File: src/rtl/cdb_pkg.sv
// Shared types and constants for the common-data-bus arbiter.
// Holds the result entry layout, the idle robNum marker and the requester ids.
package cdb_pkg;

  localparam int ROB_W  = 6;
  localparam int DATA_W = 32;

  // robNum driven on an idle CDB channel
  localparam logic [ROB_W-1:0] INVALID_ROB = 6'b010000;

  localparam int REQ_ALU = 0;
  localparam int REQ_BR  = 1;
  localparam int REQ_LD  = 2;
  localparam int REQ_MUL = 3;

  typedef struct packed {
    logic [ROB_W-1:0]  rob;
    logic [DATA_W-1:0] data;
  } cdb_entry_t;

endpackage

File: src/rtl/cdb_req_fifo.sv
// Per-requester result FIFO: push/pop/flush with full/empty flags and a
// combinational head entry. Push into a full FIFO and pop from an empty one
// are ignored; flush empties the FIFO and wins over push and pop.
module cdb_req_fifo
  import cdb_pkg::*;
#(
  parameter int DEPTH = 2
) (
  input  logic       clock,
  input  logic       rst_n,
  input  logic       i_flush,
  input  logic       i_push,
  input  cdb_entry_t i_entry,
  input  logic       i_pop,
  output cdb_entry_t o_head,
  output logic       o_full,
  output logic       o_empty
);

  localparam int PTR_W = (DEPTH > 1) ? $clog2(DEPTH) : 1;

  cdb_entry_t       r_mem [DEPTH];
  logic [PTR_W-1:0] r_wr_ptr;
  logic [PTR_W-1:0] r_rd_ptr;
  logic [PTR_W:0]   r_count;
  logic             w_push;
  logic             w_pop;

  assign o_full  = (r_count == (PTR_W+1)'(DEPTH));
  assign o_empty = (r_count == '0);
  assign o_head  = r_mem[r_rd_ptr];
  assign w_push  = i_push && !o_full;
  assign w_pop   = i_pop && !o_empty;

  // Pointer and occupancy tracking; flush discards everything pending.
  always_ff @(posedge clock or negedge rst_n) begin
    if (!rst_n) begin
      r_wr_ptr <= '0;
      r_rd_ptr <= '0;
      r_count  <= '0;
    end else if (i_flush) begin
      r_wr_ptr <= '0;
      r_rd_ptr <= '0;
      r_count  <= '0;
    end else begin
      if (w_push) r_wr_ptr <= r_wr_ptr + 1'b1;
      if (w_pop)  r_rd_ptr <= r_rd_ptr + 1'b1;
      r_count <= r_count + (PTR_W+1)'(w_push) - (PTR_W+1)'(w_pop);
    end
  end

  // Entry storage needs no reset; occupancy decides what is valid.
  always_ff @(posedge clock) begin
    if (w_push && !i_flush) r_mem[r_wr_ptr] <= i_entry;
  end

endmodule

File: src/rtl/cdb_arbiter.sv
// Round-robin arbiter driving two registered common data buses from
// per-requester result FIFOs (0 = ALU, 1 = branch, 2 = load, 3 = mul).
// Up to two FIFOs drain per cycle: the first non-empty one from rr_ptr goes to
// CDB0, the next to CDB1.
// Optional macro CDB_ARB_STATS_EN adds saturating per-requester stall counters
// on output stall_cnt.
module cdb_arbiter
  import cdb_pkg::*;
#(
  parameter int NUM_REQ    = 4,
  parameter int FIFO_DEPTH = 2
) (
  input  logic                      clock,
  input  logic                      rst_n,
  input  logic                      flush,
  input  logic [NUM_REQ-1:0]        req_valid,
  input  logic [NUM_REQ*ROB_W-1:0]  req_rob,
  input  logic [NUM_REQ*DATA_W-1:0] req_data,
  output logic [NUM_REQ-1:0]        req_ready,
  output logic                      cdb0_valid,
  output logic [ROB_W-1:0]          cdb0_rob,
  output logic [DATA_W-1:0]         cdb0_data,
  output logic                      cdb1_valid,
  output logic [ROB_W-1:0]          cdb1_rob,
  output logic [DATA_W-1:0]         cdb1_data
`ifdef CDB_ARB_STATS_EN
  ,
  output logic [NUM_REQ*16-1:0]     stall_cnt
`endif
);

  localparam int RR_W = (NUM_REQ > 1) ? $clog2(NUM_REQ) : 1;

  logic [RR_W-1:0]   r_rr_ptr;
  logic              r_run;
  logic              r_cdb0_valid;
  logic [ROB_W-1:0]  r_cdb0_rob;
  logic [DATA_W-1:0] r_cdb0_data;
  logic              r_cdb1_valid;
  logic [ROB_W-1:0]  r_cdb1_rob;
  logic [DATA_W-1:0] r_cdb1_data;

  logic [NUM_REQ-1:0] w_full;
  logic [NUM_REQ-1:0] w_empty;
  logic [NUM_REQ-1:0] w_push;
  logic [NUM_REQ-1:0] w_pop;
  cdb_entry_t         w_in   [NUM_REQ];
  cdb_entry_t         w_head [NUM_REQ];
  logic               w_g0_vld;
  logic               w_g1_vld;
  logic [RR_W-1:0]    w_g0;
  logic [RR_W-1:0]    w_g1;
  logic [RR_W:0]      w_idx;
  logic [RR_W-1:0]    w_rr_nxt;

  function automatic logic [RR_W-1:0] f_next_idx(input logic [RR_W-1:0] idx);
    if (idx == RR_W'(NUM_REQ - 1)) return '0;
    return idx + 1'b1;
  endfunction

  // req_ready comes only from registered state and stays low until the first
  // edge after reset release.
  assign req_ready = {NUM_REQ{r_run}} & ~w_full;
  assign w_push    = req_valid & req_ready;

  for (genvar gi = 0; gi < NUM_REQ; gi++) begin : g_fifo
    assign w_in[gi] = {req_rob[gi*ROB_W +: ROB_W], req_data[gi*DATA_W +: DATA_W]};

    cdb_req_fifo #(.DEPTH(FIFO_DEPTH)) u_fifo (
      .clock   (clock),
      .rst_n   (rst_n),
      .i_flush (flush),
      .i_push  (w_push[gi]),
      .i_entry (w_in[gi]),
      .i_pop   (w_pop[gi]),
      .o_head  (w_head[gi]),
      .o_full  (w_full[gi]),
      .o_empty (w_empty[gi])
    );
  end

  // Two-grant round-robin scan over non-empty FIFOs starting at rr_ptr.
  always_comb begin
    w_g0_vld = 1'b0;
    w_g1_vld = 1'b0;
    w_g0     = '0;
    w_g1     = '0;
    w_idx    = '0;
    w_pop    = '0;
    w_rr_nxt = r_rr_ptr;
    for (int k = 0; k < NUM_REQ; k++) begin
      w_idx = {1'b0, r_rr_ptr} + (RR_W+1)'(k);
      if (w_idx >= (RR_W+1)'(NUM_REQ)) w_idx = w_idx - (RR_W+1)'(NUM_REQ);
      if (!w_empty[w_idx[RR_W-1:0]]) begin
        if (!w_g0_vld) begin
          w_g0_vld = 1'b1;
          w_g0     = w_idx[RR_W-1:0];
        end else if (!w_g1_vld) begin
          w_g1_vld = 1'b1;
          w_g1     = w_idx[RR_W-1:0];
        end
      end
    end
    if (w_g0_vld) w_pop[w_g0] = 1'b1;
    if (w_g1_vld) w_pop[w_g1] = 1'b1;
    if (w_g1_vld)      w_rr_nxt = f_next_idx(w_g1);
    else if (w_g0_vld) w_rr_nxt = f_next_idx(w_g0);
  end

  // Ready enable: holds req_ready low through reset.
  always_ff @(posedge clock or negedge rst_n) begin
    if (!rst_n) r_run <= 1'b0;
    else        r_run <= 1'b1;
  end

  // Registered CDB channels and pointer; flush idles both buses, keeps rr_ptr.
  always_ff @(posedge clock or negedge rst_n) begin
    if (!rst_n) begin
      r_rr_ptr     <= '0;
      r_cdb0_valid <= 1'b0;
      r_cdb0_rob   <= INVALID_ROB;
      r_cdb0_data  <= '0;
      r_cdb1_valid <= 1'b0;
      r_cdb1_rob   <= INVALID_ROB;
      r_cdb1_data  <= '0;
    end else if (flush) begin
      r_cdb0_valid <= 1'b0;
      r_cdb0_rob   <= INVALID_ROB;
      r_cdb1_valid <= 1'b0;
      r_cdb1_rob   <= INVALID_ROB;
    end else begin
      r_rr_ptr     <= w_rr_nxt;
      r_cdb0_valid <= w_g0_vld;
      r_cdb0_rob   <= w_g0_vld ? w_head[w_g0].rob : INVALID_ROB;
      if (w_g0_vld) r_cdb0_data <= w_head[w_g0].data;
      r_cdb1_valid <= w_g1_vld;
      r_cdb1_rob   <= w_g1_vld ? w_head[w_g1].rob : INVALID_ROB;
      if (w_g1_vld) r_cdb1_data <= w_head[w_g1].data;
    end
  end

  assign cdb0_valid = r_cdb0_valid;
  assign cdb0_rob   = r_cdb0_rob;
  assign cdb0_data  = r_cdb0_data;
  assign cdb1_valid = r_cdb1_valid;
  assign cdb1_rob   = r_cdb1_rob;
  assign cdb1_data  = r_cdb1_data;

`ifdef CDB_ARB_STATS_EN
  logic [15:0] r_stall [NUM_REQ];

  // Saturating count of cycles each requester offered a result but was refused.
  always_ff @(posedge clock or negedge rst_n) begin
    if (!rst_n) begin
      for (int i = 0; i < NUM_REQ; i++) r_stall[i] <= '0;
    end else begin
      for (int i = 0; i < NUM_REQ; i++) begin
        if (req_valid[i] && !req_ready[i] && (r_stall[i] != 16'hFFFF))
          r_stall[i] <= r_stall[i] + 16'd1;
      end
    end
  end

  for (genvar gs = 0; gs < NUM_REQ; gs++) begin : g_stall
    assign stall_cnt[gs*16 +: 16] = r_stall[gs];
  end
`endif

endmodule

File: config.mk
export PLATFORM = sky130hd
export DESIGN_NAME = cdb_arbiter
export DESIGN_NICKNAME = d
export VERILOG_FILES = /design/src/rtl/cdb_pkg.sv /design/src/rtl/cdb_req_fifo.sv /design/src/rtl/cdb_arbiter.sv
export SDC_FILE = /design/constraint.sdc
export NUM_CORES = 1
export LEC_CHECK = 0
export BUFFER_PORTS_ARGS = -buffer_cell sky130_fd_sc_hd__buf_2
export CAP_MARGIN = 40
export CORE_MARGIN = 2
export CORE_UTILIZATION = 53
export DETAILED_ROUTE_END_ITERATION = 7
export PLACE_DENSITY = 0.85
export SLEW_MARGIN = 20
export SYNTH_ARGS = -nofsm -noshare
export SYNTH_HDL_FRONTEND = slang
export SYNTH_HIERARCHICAL = 1
export SYNTH_SLANG_ARGS = --single-unit
File: constraint.sdc
create_clock -name clock -period 4.1 [get_ports clock]
set_input_delay 0.615 -clock clock [delete_from_list [all_inputs] [get_ports clock]]
set_output_delay 0.615 -clock clock [all_outputs]
set_load 0.05 [all_outputs]
==> summary.md <==
| Metric | Value |
|---|---|
| Reg clk slew, reported paths | `0.06 ns` |
| Async SR Flop Fraction | `0.2419` |
| Worst-margin pin slew | `0.8104 ns` |
| Required time of the critical path | `4.53 ns` |
| Cell-internal power | `about 11 mW` |
| Minimum clock period | `3.947 ns` |
| Total number of vias | `12,510` |
| Die H | `191.7 um` |
| Share of post-route cells with drive strength above 1 | `0.3646` |
| CTS resizes | `0` |
| Grt ovf | `0` |
| Critical path class | `flop to flop` |
| Status | `finished clean` |
| Critical Path Start Type | `flop` |
| Met3 usage | `0.05390` |
| Clk pwr share | `0.193` |
| Sw Ratio | `0.4326` |
| DRT antenna net count | `0` |
| Worst r2r dst | `g_fifo[3].u_fifo/r_count[1]$_DFF_PN0_` |
| Fillers | `approximately 2,500` |
| Drt drc | `0` |
| Hold Violations, Final | `0` |
| P_leak | `8.599 nW` |
| IR drop worst, VDD | `between 0.7 and 0.8 mV` |
| Worst r2r src | `g_fifo[2].u_fifo/r_count[0]$_DFF_PN0_` |
| Mean area per synthesized cell | `about 14 um^2` |
| I/O Pins | `241` |
| Top Usage Layer GRT | `met2` |
| First-pass GRT wire length | `75.07 mm` |
| Die width | `~190 um` |
| #FFs+latches synth | `roughly 400` |
| Setup TNS | `0 ns` |
| Top-area cell type share of the netlist area | `0.4890` |
| Comb pwr share | `0.516` |
| DR WL/cell | `24.49 um` |
| DR iter-0 viols | `roughly 1,400` |
| FMAX | `253.3 MHz` |
| Initial antenna violation count | `5` |
| Fin util | `0.6277` |
| Routability congestion estimate | `0.8188` |
| Vias in the first global route | `roughly 13,000` |
| CTS tree | `built` |
| Most common cell after layout, fill and taps aside | `edfxtp_1` |
| Critical Path AT | `4.38 ns` |
| Critical path endpoint category | `flop` |
| Max clock buf depth | `3` |
| Number of max-cap violations | `0` |
| Fin crit share | `0.9628` |
| Worst r2r path cells | `18` |
| Global-route usage over all layers | `0.2731` |
| Hold Path Class | `input pin to async pin` |
| Mapped Nets | `1,492` |
| Register area share after synthesis | `0.6191` |
| Clock Latency Late Sink | `0.53 ns` |
| CTS Sinks | `401` |
| Max Slew Vio Count | `0` |
| DR pass1 iterations | `5` |
| Drt total wl | `approximately 50 mm` |
| Synth-to-Final Area Change | `16.42%` |
| Met2 usage in global routing | `0.4542` |
| GR Util met1 | `0.3506` |
| Worst rel slew slack | `0.4597` |
| TritonCTS buffer count | `40` |
| Hpwl dp | `32.59 mm` |
| Clk_skew | `roughly 0.011 ns` |
| Area of the die | `roughly 37,000 um^2` |
| Port Buf Inserts | `240` |
| Postcts setup bufs | `0` |
| Top post-synthesis cells by area | `edfxtp_1, dfrtp_1, mux2_2` |
| RSZ-0062 raised after global routing | `true` |
| Crit path max fanout | `18` |
| Core area | `34,630 um^2` |
| Num rows | `68` |
| CTS Hold Bufs | `0` |
| # nets final | `1,727` |
| Via density | `6.133` |
| Initial Util | `0.5391` |
| Mapped Cells | `1,315` |
| R2R setup slack | `0.15 ns` |
| Synth area leader | `edfxtp_1` |
| EDFF count, synth | `304` |
| Largest net degree at the start of global routing | `66` |
| # setup viols final | `0` |
| Htree depth | `2` |
| Most frequent cells in the layout | `edfxtp_1, buf_2, mux2_2` |
| Root buf cell | `clkbuf_16` |
| Reg power frac | `0.291` |
| Ys flop type | `edfxtp_1` |
| Library cells used by synthesis | `69` |
| Warnings, synthesis | `6` |
| Synthesized area | `18,670 um^2` |
| PwrDens | `a little under 900 nW/um^2` |
| NetSw | `8.177 mW` |
-- cell families (layout without fill, tap and decap cells) --
logic type | count (synthesis) | count (layout) | share of synthesized area
flops | 401 | 401 | 0.6191
mux | 245 | 245 | 0.1588
compound gates | 223 | 223 | 0.09041
other cells | 1 | 6 | 0.0002009
xor+xnor | 9 | 9 | 0.004222
fa+ha+maj | 20 | 20 | 0.01314
simple gates | 303 | 303 | 0.07707
buf+inv | 113 | 378 | 0.03706
-- worst max-delay path by stage --
stage	cells past startpoint	slack [ns]	start	to
2_1_floorplan	25	0.04	g_fifo[0].u_fifo/r_count[0]$_DFF_PN0_	g_fifo[3].u_fifo/r_count[1]$_DFF_PN0_
3_3_place_gp	17	0.32	g_fifo[1].u_fifo/r_count[0]$_DFF_PN0_	g_fifo[0].u_fifo/r_count[1]$_DFF_PN0_
3_5_place_dp	18	0.19	g_fifo[2].u_fifo/r_count[0]$_DFF_PN0_	g_fifo[3].u_fifo/r_count[1]$_DFF_PN0_
4_1_cts	18	0.16	g_fifo[2].u_fifo/r_count[0]$_DFF_PN0_	g_fifo[3].u_fifo/r_count[1]$_DFF_PN0_
5_1_grt	18	-0.02	g_fifo[2].u_fifo/r_count[0]$_DFF_PN0_	g_fifo[3].u_fifo/r_count[1]$_DFF_PN0_
6_report	18	0.15	g_fifo[2].u_fifo/r_count[0]$_DFF_PN0_	g_fifo[3].u_fifo/r_count[1]$_DFF_PN0_
-- metal layers --
metal	routed length (um)	vias up
met5	24	-
met4	1608	4
met3	4370	133
met2	24570	721
met1	19380	6226
li1	-	5428
-- synthesized netlist by cell type (all sizes together), types with 2 or more instances --
| cell | n |
|---|---|
| a211o | 33 |
| a211oi | 11 |
| a21oi | 12 |
| a221o | 32 |
| a31oi | 4 |
| and2 | 14 |
| and3 | 3 |
| and4b | 2 |
| buf | 53 |
| clkbuf | 37 |
| dfrtp | 95 |
| dfstp | 2 |
| edfxtp | 304 |
| ha | 18 |
| inv | 23 |
| maj3 | 2 |
| mux2 | 189 |
| mux2i | 55 |
| nand2 | 114 |
| nand2b | 8 |
| nand3 | 32 |
| nor2 | 89 |
| nor2b | 16 |
| nor3 | 11 |
| nor3b | 6 |
| o211ai | 32 |
| o21a | 7 |
| o21ai | 43 |
| o22ai | 7 |
| o31ai | 32 |
| xnor2 | 4 |
| xor2 | 5 |
-- registers in the layout, summed over array words and instances (netlist names) --
signal and cells:
cdb1_valid 1, cdb0_valid 1, r_run 1, g_fifo.u_fifo/r_wr_ptr 4, cdb1_rob 6, g_fifo.u_fifo/r_rd_ptr 4, g_fifo.u_fifo/r_count 8, cdb0_rob 6
cdb0_data 32, cdb1_data 32, r_rr_ptr 2, g_fifo.u_fifo/r_mem 304
-- final cells by class --
class	instances	area [um^2]	share of cell area
Inverter	23	88.84	0.004087
Timing Repair Buffer	283	1604	0.07380
Clock buffer	56	1134	0.05216
Antenna cell	5	12.51	0.0005757
Sequential cell	401	11560	0.5321
Tap cell	455	569.3	0.02619
Clock inverter	16	173.9	0.008002
Multi-Input combinational cell	801	6588	0.3031
-- critical path, stage by stage (launching register included) --
cell and delay (ns):
dfrtp_1 0.43, nor2_1 0.23, buf_4 0.27, mux4_2 0.28, mux2i_1 0.23, o21a_1 0.24, o21a_4 0.18, inv_1 0.06
ha_1 0.23, maj3_1 0.35, o22ai_1 0.13, a21oi_1 0.10, o21a_1 0.15, ha_1 0.28, inv_1 0.04, ha_1 0.18
xor2_1 0.16, and2_1 0.16, nor3_1 0.13
-- power groups by stage --
stage                     Sequential, mW  Combinational, mW  Clock (mW)
after floorplan                     6.55               6.23           0
after global placement              5.60               9.20           0
after detailed placement            5.57               9.56           0
after CTS                           5.49               9.59        3.69
after global routing                5.55               10.3        3.85
final                               5.50               9.75        3.65
-- through the flow --
| stage | instances | power, mW | hold slack, ns | setup WS (ns) | cell area [um^2] |
|---|---|---|---|---|---|
| floorplan | 1315 | 12.78 | 0.3194 | 0.03572 | 18710 |
| global placement | 1959 | 14.80 | 0.4853 | 0.3236 | 20320 |
| detailed placement | 1962 | 15.12 | 0.4859 | 0.1909 | 20390 |
| CTS | 2034 | 18.77 | 0.1608 | 0.1575 | 21690 |
| global route | 2038 | 19.69 | 0.1866 | -0.02148 | 21730 |
| finish | 2040 | 18.90 | 0.1490 | 0.1526 | 21730 |
Power figures use the tool's default switching activity.
